<file path="config.mk">
export PLATFORM = sky130hd
export DESIGN_NAME = spi_s_p_rx
export DESIGN_NICKNAME = d
export VERILOG_FILES = /design/src/rtl/spi_s_p_pkg.sv /design/src/rtl/sync_edge_det.sv /design/src/rtl/spi_s_p_rx.sv
export SDC_FILE = /design/constraint.sdc
export NUM_CORES = 1
export LEC_CHECK = 0
export BUFFER_PORTS_ARGS = -buffer_cell sky130_fd_sc_hd__buf_2
export CAP_MARGIN = 20
export CORE_MARGIN = 2
export CORE_UTILIZATION = 30
export CTS_CLUSTER_SIZE = 24
export DETAILED_ROUTE_END_ITERATION = 8
export PLACE_DENSITY = 0.44
export SYNTH_ARGS = -nofsm -noshare
export SYNTH_HDL_FRONTEND = slang
export SYNTH_SLANG_ARGS = --single-unit
</file>
<file path="constraint.sdc">
create_clock -name MCLK -period 1.4 [get_ports MCLK]
set_input_delay 0.07 -clock MCLK [delete_from_list [all_inputs] [get_ports MCLK]]
set_output_delay 0.07 -clock MCLK [all_outputs]
set_load 0.1 [all_outputs]
</file>
<file path="src/rtl/spi_s_p_pkg.sv">
// spi_s_p_pkg: shared types and constants for the SPI-style serial receiver.
package spi_s_p_pkg;

    typedef enum logic [1:0] {WAIT_HI, IDLE, ACTIVE} state_t;

    localparam int DEF_DATA_W      = 16;
    localparam int DEF_SYNC_STAGES = 2;

    // Bit counter must hold 0..DATA_W+1 so over-length frames stay distinguishable.
    function automatic int cnt_w(input int n);
        return $clog2(n + 2);
    endfunction

endpackage

</file>
<file path="src/rtl/sync_edge_det.sv">
// sync_edge_det: multi-flop synchronizer with a history flop for edge detection.
module sync_edge_det #(
    parameter int   STAGES  = 2,
    parameter logic RST_VAL = 1'b0
) (
    input  logic MCLK,
    input  logic RST_N,
    input  logic din,
    output logic sync,
    output logic rise,
    output logic fall
);

    logic [STAGES-1:0] sr;
    logic              hist;

    always_ff @(posedge MCLK) begin
        if (!RST_N) begin
            sr   <= {STAGES{RST_VAL}};
            hist <= RST_VAL;
        end else begin
            sr   <= {sr[STAGES-2:0], din};
            hist <= sr[STAGES-1];
        end
    end

    assign sync = sr[STAGES-1];
    assign rise = sync & ~hist;
    assign fall = ~sync & hist;

endmodule

</file>
<file path="src/rtl/spi_s_p_rx.sv">
// spi_s_p_rx: oversampling 3-wire SPI responder; deserializes MSB-first frames
// into parallel words with one-cycle valid / frame-error strobes.
module spi_s_p_rx
    import spi_s_p_pkg::*;
#(
    parameter int DATA_W      = DEF_DATA_W,
    parameter int SYNC_STAGES = DEF_SYNC_STAGES
) (
    input  logic              MCLK,
    input  logic              RST_N,
    input  logic              CS_N,
    input  logic              SCLK,
    input  logic              MOSI,
    output logic [DATA_W-1:0] RDATA,
    output logic              RVALID,
    output logic              FRAME_ERR,
    output logic              BUSY
);

    localparam int CW = cnt_w(DATA_W);
    localparam int HW = $clog2(SYNC_STAGES + 2);

    logic cs_s, cs_rise, cs_fall;
    logic sclk_rise, mosi_s;
    logic unused_sclk_s, unused_sclk_fall, unused_mosi_rise, unused_mosi_fall;

    sync_edge_det #(.STAGES(SYNC_STAGES), .RST_VAL(1'b1)) u_cs (
        .MCLK(MCLK), .RST_N(RST_N), .din(CS_N),
        .sync(cs_s), .rise(cs_rise), .fall(cs_fall)
    );

    sync_edge_det #(.STAGES(SYNC_STAGES), .RST_VAL(1'b1)) u_sclk (
        .MCLK(MCLK), .RST_N(RST_N), .din(SCLK),
        .sync(unused_sclk_s), .rise(sclk_rise), .fall(unused_sclk_fall)
    );

    sync_edge_det #(.STAGES(SYNC_STAGES), .RST_VAL(1'b0)) u_mosi (
        .MCLK(MCLK), .RST_N(RST_N), .din(MOSI),
        .sync(mosi_s), .rise(unused_mosi_rise), .fall(unused_mosi_fall)
    );

    state_t            state, state_nx;
    logic [DATA_W-1:0] shift;
    logic [CW-1:0]     count;
    logic [HW-1:0]     hi_cnt;
    logic              clr, shift_en, done_ok, done_err;

    always_ff @(posedge MCLK) begin
        if (!RST_N)
            state <= WAIT_HI;
        else
            state <= state_nx;
    end

    // The synchronizer flops preset high, so leaving WAIT_HI needs CS_N seen
    // high for longer than the reset-value prefill could fake it.
    always_comb begin
        state_nx = (state == WAIT_HI) ? ((cs_s && hi_cnt == HW'(SYNC_STAGES)) ? IDLE : WAIT_HI)
                 : (state == IDLE)    ? (cs_fall ? ACTIVE : IDLE)
                 :                      (cs_rise ? IDLE : ACTIVE);
    end

    always_comb begin
        clr      = (state == IDLE) && cs_fall;
        shift_en = (state == ACTIVE) && sclk_rise && !cs_s;
        done_ok  = (state == ACTIVE) && cs_rise && (count == CW'(DATA_W));
        done_err = (state == ACTIVE) && cs_rise && (count != CW'(DATA_W));
    end

    always_ff @(posedge MCLK) begin
        if (!RST_N) begin
            shift     <= '0;
            count     <= '0;
            hi_cnt    <= '0;
            RDATA     <= '0;
            RVALID    <= 1'b0;
            FRAME_ERR <= 1'b0;
        end else begin
            RVALID    <= done_ok;
            FRAME_ERR <= done_err;
            hi_cnt    <= (state == WAIT_HI && cs_s) ? hi_cnt + HW'(hi_cnt != HW'(SYNC_STAGES)) : '0;
            if (clr) begin
                shift <= '0;
                count <= '0;
            end else if (shift_en) begin
                shift <= {shift[DATA_W-2:0], mosi_s};
                count <= (count == CW'(DATA_W + 1)) ? count : count + 1'b1;
            end
            if (done_ok)
                RDATA <= shift;
        end
    end

    assign BUSY = (state == ACTIVE);

endmodule

</file>
# Word level (Yosys, flattened, before mapping)
# Index checks and enable logic that the tools add are counted.
# classes
addsub	2
mul	0
div	0
magnitude_cmp	0
n_eq_ne	7
shift	0
mux	5
bitwise_logic	8
n_reduce_logical	13
# ops
cell	n
5-bit == test (second input constant)	2
1-bit logical AND	8
2-bit two-way mux	4
5-bit by 1-bit adder with 5-bit output (second input constant)	1
5-bit != test (second input constant)	1
1-bit NOT	5
2-bit == test (second input constant)	2
2-bit AND reduction	2
1-bit bitwise AND	3
2-bit by 1-bit adder with 2-bit output	1
2-bit by 1-bit == test with 1-bit output (second input constant)	1
2-bit zero test	1
2-bit != test (second input constant)	1
2-bit OR reduction	1
1-bit zero test	1
1-bit two-way mux	1
# totals
reg_bits	51
latch_bits	0
ramBits	0
mem_bits_ro	0
inputBits	5
out_inout_bits	19
wordCells	47
mem_count	0

# Longest topological paths before layout
# logic_depth
ltp_word	5
ltp_mapped	7
depth_no_buf	5

# Cells and area by module
# Synthesis repeated with hierarchy kept, for this count alone.
# hier_totals
cells_unflattened	227
hier_area_um2	2033.2
# by_module_without_submodules
module	n_inst	cells_per_inst	area_each_um2	seq_area_each_um2
spi_s_p_rx	1	203	1759.2	860.8
sync_edge_det	3	8	91.3	60.1

# Least setup slack after synthesis
# No wires, ideal clock.
# synth_path
kind	flip-flop to flip-flop
from	reg state[1]
to	reg count[4]
setup_time_ps	119
t_arrival_ps	2204
t_required_ps	1281
slack_ps	-924
stages_incl_launch_ff	4
path_buffers	0
period_less_slack_ps	2324
cell_sequence	dfxtp_1 -> nor2b_1 -> a31o_2 -> a21oi_1
# synth_via
elab_chain_len	4
elab_cells_between_ends	7
classes_between	eq/ne (2); reduce/logical (5)
# synth_rtl
item	line	source
start, declared	spi_s_p_rx.sv:42	state_t state, state_nx;
start signal, assigned	spi_s_p_rx.sv:52	state <= state_nx;
2-bit == test	--	
net BUSY	spi_s_p_rx.sv:17	output logic BUSY
1-bit logical AND (2 in a row)	spi_s_p_rx.sv:65	shift_en = (state == ACTIVE) && sclk_rise && !cs_s;
2-bit AND reduction (no line)	--	
end signal, assigned	spi_s_p_rx.sv:87	count <= (count == CW'(DATA_W + 1)) ? count : count + 1'b1;
end, declared	spi_s_p_rx.sv:44	logic [CW-1:0] count;
# The timed path passes the listed nets, and every way through them passes these cells.
# A chain may end at the register's enable or synchronous reset.

# Final worst setup path
# layout_path
from	reg count[0]
to	reg count[1]
# layout_via
elab_chain_len	3
elab_cells_between_ends	4
classes_between	add/sub (1); eq/ne (1); bitwise (1); reduce/logical (1)
# layout_rtl
item
parallel branches: the longest is 3 deep, another holds 5-bit by 1-bit adder with 5-bit output
# Parallel ways; which one is timed is not known.

==> metrics.txt <==
# TYPE chip_impl_metric gauge
chip_impl_info{name="clock_tree_from_tritoncts",value="built"} 1
chip_impl_info{name="run_status",value="complete, no violations"} 1
chip_impl_metric{name="synth_cell_types",unit=""} 30
chip_impl_metric{name="initial_utilization",unit="%"} 31.0
chip_impl_info{name="crit_path_top_delay_cell",value="nor4bb_4"} 1
chip_impl_metric{name="timing.slew.headroom",unit="%"} 67.8
chip_impl_metric{name="num_antenna_cells",unit=""} 0
chip_impl_metric{name="post_synth_xor_area_fraction",unit="%"} 0
chip_impl_metric{name="cp_num_buf_inv",unit=""} 1
chip_impl_metric{name="mean_number_of_vias_per_cell",unit=""} 5.17
chip_impl_metric{name="finalSetupViolations",unit=""} 0
chip_impl_metric{name="crit_path_max_incr_delay",unit="ns"} 0.34
chip_impl_metric{name="globalRouteOverflowTotal",unit=""} 0
chip_impl_metric{name="critPathArrivalTime",unit="ns"} 1.54
chip_impl_metric{name="ys_async_rst_share",unit="%"} 0
chip_impl_metric{name="numClockSinks",unit=""} 51
chip_impl_metric{name="floorplan.io_pins",unit=""} 24
chip_impl_metric{name="hpwlAfterDp",unit="mm"} 3.07
chip_impl_metric{name="yosys.area_share.adder",unit="%"} 2.99
chip_impl_metric{name="yosysWarningCount",unit=""} 0
chip_impl_metric{name="chipWidth",unit="microns"} 87.6
chip_impl_metric{name="yosysSeqAreaShare",unit="%"} 48.7
chip_impl_info{name="critical-path-top-delay-family",value="simple AND/OR/NAND/NOR gates"} 1
chip_impl_metric{name="wire_length_of_the_first_global_routing_pass",unit="mm"} 8.11
chip_impl_metric{name="peak_freq",unit="MHz"} 777
chip_impl_metric{name="routed_wirelength",unit="mm"} 4.94
chip_impl_metric{name="synth-compound-area-share",unit="%"} 20.7
chip_impl_metric{name="post_synth_and_or_nand_nor_area_fraction",unit="%"} 21.1
chip_impl_info{name="holdCritPathClass",value="in -> reg"} 1
chip_impl_metric{name="finished_layout_cells",unit=""} 341
chip_impl_metric{name="post_synth_inst_count",unit=""} 229
chip_impl_metric{name="pin_count_of_the_biggest_net_entering_global_routing",unit=""} 21
chip_impl_metric{name="leakage",unit="nW"} 0.920
chip_impl_metric{name="postLayoutCoreUtil",unit="%"} 38.0
chip_impl_metric{name="final_design_area_no_fill",unit="sq mm"} 0.00257
chip_impl_info{name="cts_root_buffer",value="clkbuf_8"} 1
chip_impl_metric{name="hold_violations",unit=""} 0
chip_impl_metric{name="ctsLongestPathBuffers",unit=""} 2
chip_impl_metric{name="clk-insertion-delay-late",unit="ns"} 0.31
chip_impl_metric{name="critPathRequiredTime",unit="ns"} 1.65
chip_impl_metric{name="cts.reportedPaths.clkPinSlew",unit="ns"} 0.09
chip_impl_metric{name="die_h",unit="microns"} 87.6
chip_impl_info{name="synth-main-ff-cell",value="dfxtp_1"} 1
chip_impl_metric{name="std_cell_rows",unit=""} 30
chip_impl_metric{name="fp.dieArea",unit="sq mm"} 0.00767
chip_impl_info{name="crit_path_class",value="reg -> reg"} 1
chip_impl_metric{name="tritoncts.num_buffers",unit=""} 5
chip_impl_metric{name="powerDensity",unit="mW/mm^2"} 984
chip_impl_metric{name="mux_cell_area_share_after_synthesis",unit="%"} 0.478
chip_impl_metric{name="numPortBuffers",unit=""} 23
chip_impl_metric{name="first_global_vias",unit=""} 1661
chip_impl_metric{name="grtUsageTotal",unit="%"} 13.7
chip_impl_metric{name="placed_cells_incl_taps",unit=""} 329
chip_impl_metric{name="finalSetupTns",unit="ns"} 0
chip_impl_info{name="end_kind",value="register"} 1
chip_impl_metric{name="num_vias",unit=""} 1764
chip_impl_metric{name="synth_nets",unit=""} 239
chip_impl_metric{name="skew",unit="ns"} 0.00533
chip_impl_metric{name="final_min_period_over_clock_period",unit="%"} 92.0
chip_impl_metric{name="h_tree_levels",unit=""} 2
chip_impl_metric{name="post_synth.cell_area_avg",unit="sq um"} 9.15
chip_impl_metric{name="slew_viol_final",unit=""} 0
chip_impl_metric{name="post_drt_wl_per_cell",unit="microns"} 14.5
chip_impl_metric{name="filler_cell_count",unit=""} 719
chip_impl_metric{name="drt_pre_antenna_iters",unit=""} 4
chip_impl_metric{name="transition_at_the_pin_with_the_smallest_max_transition_slack",unit="ns"} 0.486
chip_impl_metric{name="core_area",unit="sq mm"} 0.00676
chip_impl_metric{name="synth_enable_flop_cells",unit=""} 0
chip_impl_metric{name="synth_seq_cells",unit=""} 51
chip_impl_metric{name="syn_to_final_growth",unit="%"} 22.6
chip_impl_metric{name="final_period_minus_worst_setup_slack",unit="ns"} 1.29
chip_impl_metric{name="timing.hold.ws",unit="ns"} 0.0855
chip_impl_metric{name="maxCapViolations",unit=""} 0
chip_impl_metric{name="drt_drc_violations_left",unit=""} 0
chip_impl_metric{name="number_of_antenna_violations_at_the_first_check_in_global_routing",unit=""} 0
chip_impl_metric{name="initialDrtViolationCount",unit=""} 102
chip_impl_metric{name="fin_nets",unit=""} 270
chip_impl_metric{name="synth.cell_area",unit="sq mm"} 0.00209
chip_impl_metric{name="place.gp.congestion",unit=""} 0.686
chip_impl_metric{name="dpl_cell_area",unit="sq mm"} 0.00240
chip_impl_metric{name="layout-drive-gt1-share",unit="%"} 24.1
chip_impl_info{name="synth_top_family_by_area",value="simple AND/OR/NAND/NOR gates"} 1
chip_impl_info{name="crit_chain",value="buf_4 > ha_1 > nor4bb_4 > o31ai_1 > a21oi_1"} 1
chip_impl_metric{name="detail-route-antenna-nets",unit=""} 0
chip_impl_metric{name="power.ir.vdd_worst",unit="mV"} 0.324
chip_impl_metric{name="critPathMaxFanout",unit=""} 4
chip_impl_info{name="critical_path.startpoint_type",value="register"} 1
## final cells by class
type / instances / area [sq um] / share of cell area (%)
Tap cell: 80 / 100 / 3.90
Inverter: 6 / 22.5 / 0.877
Sequential cell: 51 / 1030 / 39.9
Multi-Input combinational cell: 153 / 1010 / 39.2
Clock buffer: 5 / 68.8 / 2.68
Clock inverter: 3 / 20.0 / 0.779
Timing Repair Buffer: 43 / 325 / 12.7
## cell usage after synthesis (2+ instances only)
cell       number  area [sq um]
a21oi_1        20           100
nor4bb_1        2          20.0
nand2_1         4          15.0
nand3_1        35           175
clkbuf_1        9          33.8
nand4_1         4          25.0
buf_2           5          25.0
ha_1            5          62.6
inv_1           6          22.5
o31ai_1         3          22.5
a21boi_0       16           120
nand2b_1        6          37.5
o21ai_0        33           165
nor2_1          2          7.51
and2_1          5          31.3
dfxtp_1        51          1020
and4bb_2        3          37.5
nand4bb_1       4          45.0
buf_4           5          37.5
## registers in the layout, indices dropped and copies added, names as in the netlist, 2 cells and up
signal     count
u_sclk.sr      2
hi_cnt         2
RDATA         16
state          2
u_mosi.sr      2
shift         16
count          5
u_cs.sr        2
## final timing paths
kind | from | end | slack, ns | cells past startpoint
worst max-delay path | count[0] | count[1] | 0.11 | 5
worst min-delay path | RST_N | u_cs.hist | 0.09 | 2
worst max register to register | count[0] | count[1] | 0.11 | 5
worst min register to register | u_cs.sr[0] | u_cs.sr[1] | 0.41 | 1
## metrics by stage
step	total power, mW	setup slack [ns]
2_1_floorplan	1.63	0.00613
3_3_place_gp	1.68	-0.0243
3_5_place_dp	1.69	-0.0375
4_1_cts	2.56	0.00982
5_1_grt	2.64	-0.0130
6_report	2.53	0.113
## power breakdown
| group | internal [mW] | leakage [nW] | switching, mW | total, mW |
|---|---|---|---|---|
| Combinational | 0.0795 | 0.466 | 0.0755 | 0.155 |
| Sequential | 1.48 | 0.414 | 0.0222 | 1.50 |
| Clock | 0.349 | 0.0402 | 0.521 | 0.870 |
## cells by family after synthesis
kind of cell / Yosys count
AO/OA/AOI/OAI: 75
multiplexers: 1
flip-flops: 51
AND/OR/NAND/NOR: 71
buffers and inverters: 26
adder cells (fa/ha/maj): 5
## placed cells by master (no fill, tap or decap), drive strengths merged, types with 2 or more instances in the layout
master and count:
nand2b 6, nand2 4, clkinvlp 2, inv 6, o31ai 3, buf 40, a21boi 17, nor2 2
o21ai 33, ha 5, clkbuf 5, nand4bb 5, dlygate4sd3 3, nor4bb 2, nand3 35, and2 5
and4bb 4, dfxtp 51, nand4 4, a21oi 20
## metal layers
metal / part of all wire, % / global-route usage (%) / vias to the layer above / wire [microns]
li1: - / - / 884 / -
met1: 49 / 18.2 / 839 / 2430
met2: 46 / 22.0 / 35 / 2270
met3: 3.8 / 3.39 / 6 / 187
met4: 1.1 / 4.20 / 0 / 53
met5: 0 / 0 / - / 0
## timing repair
item	4_1_cts	5_1_grt
hold buffers	3	0
hold endpoints to repair	3	0
gates cloned	0	1
setup buffers	0	0
pin swaps	0	0
endpoints found under the setup margin	15	30
resized for setup	1	9
No activity file was read; power rests on OpenSTA's default activity.
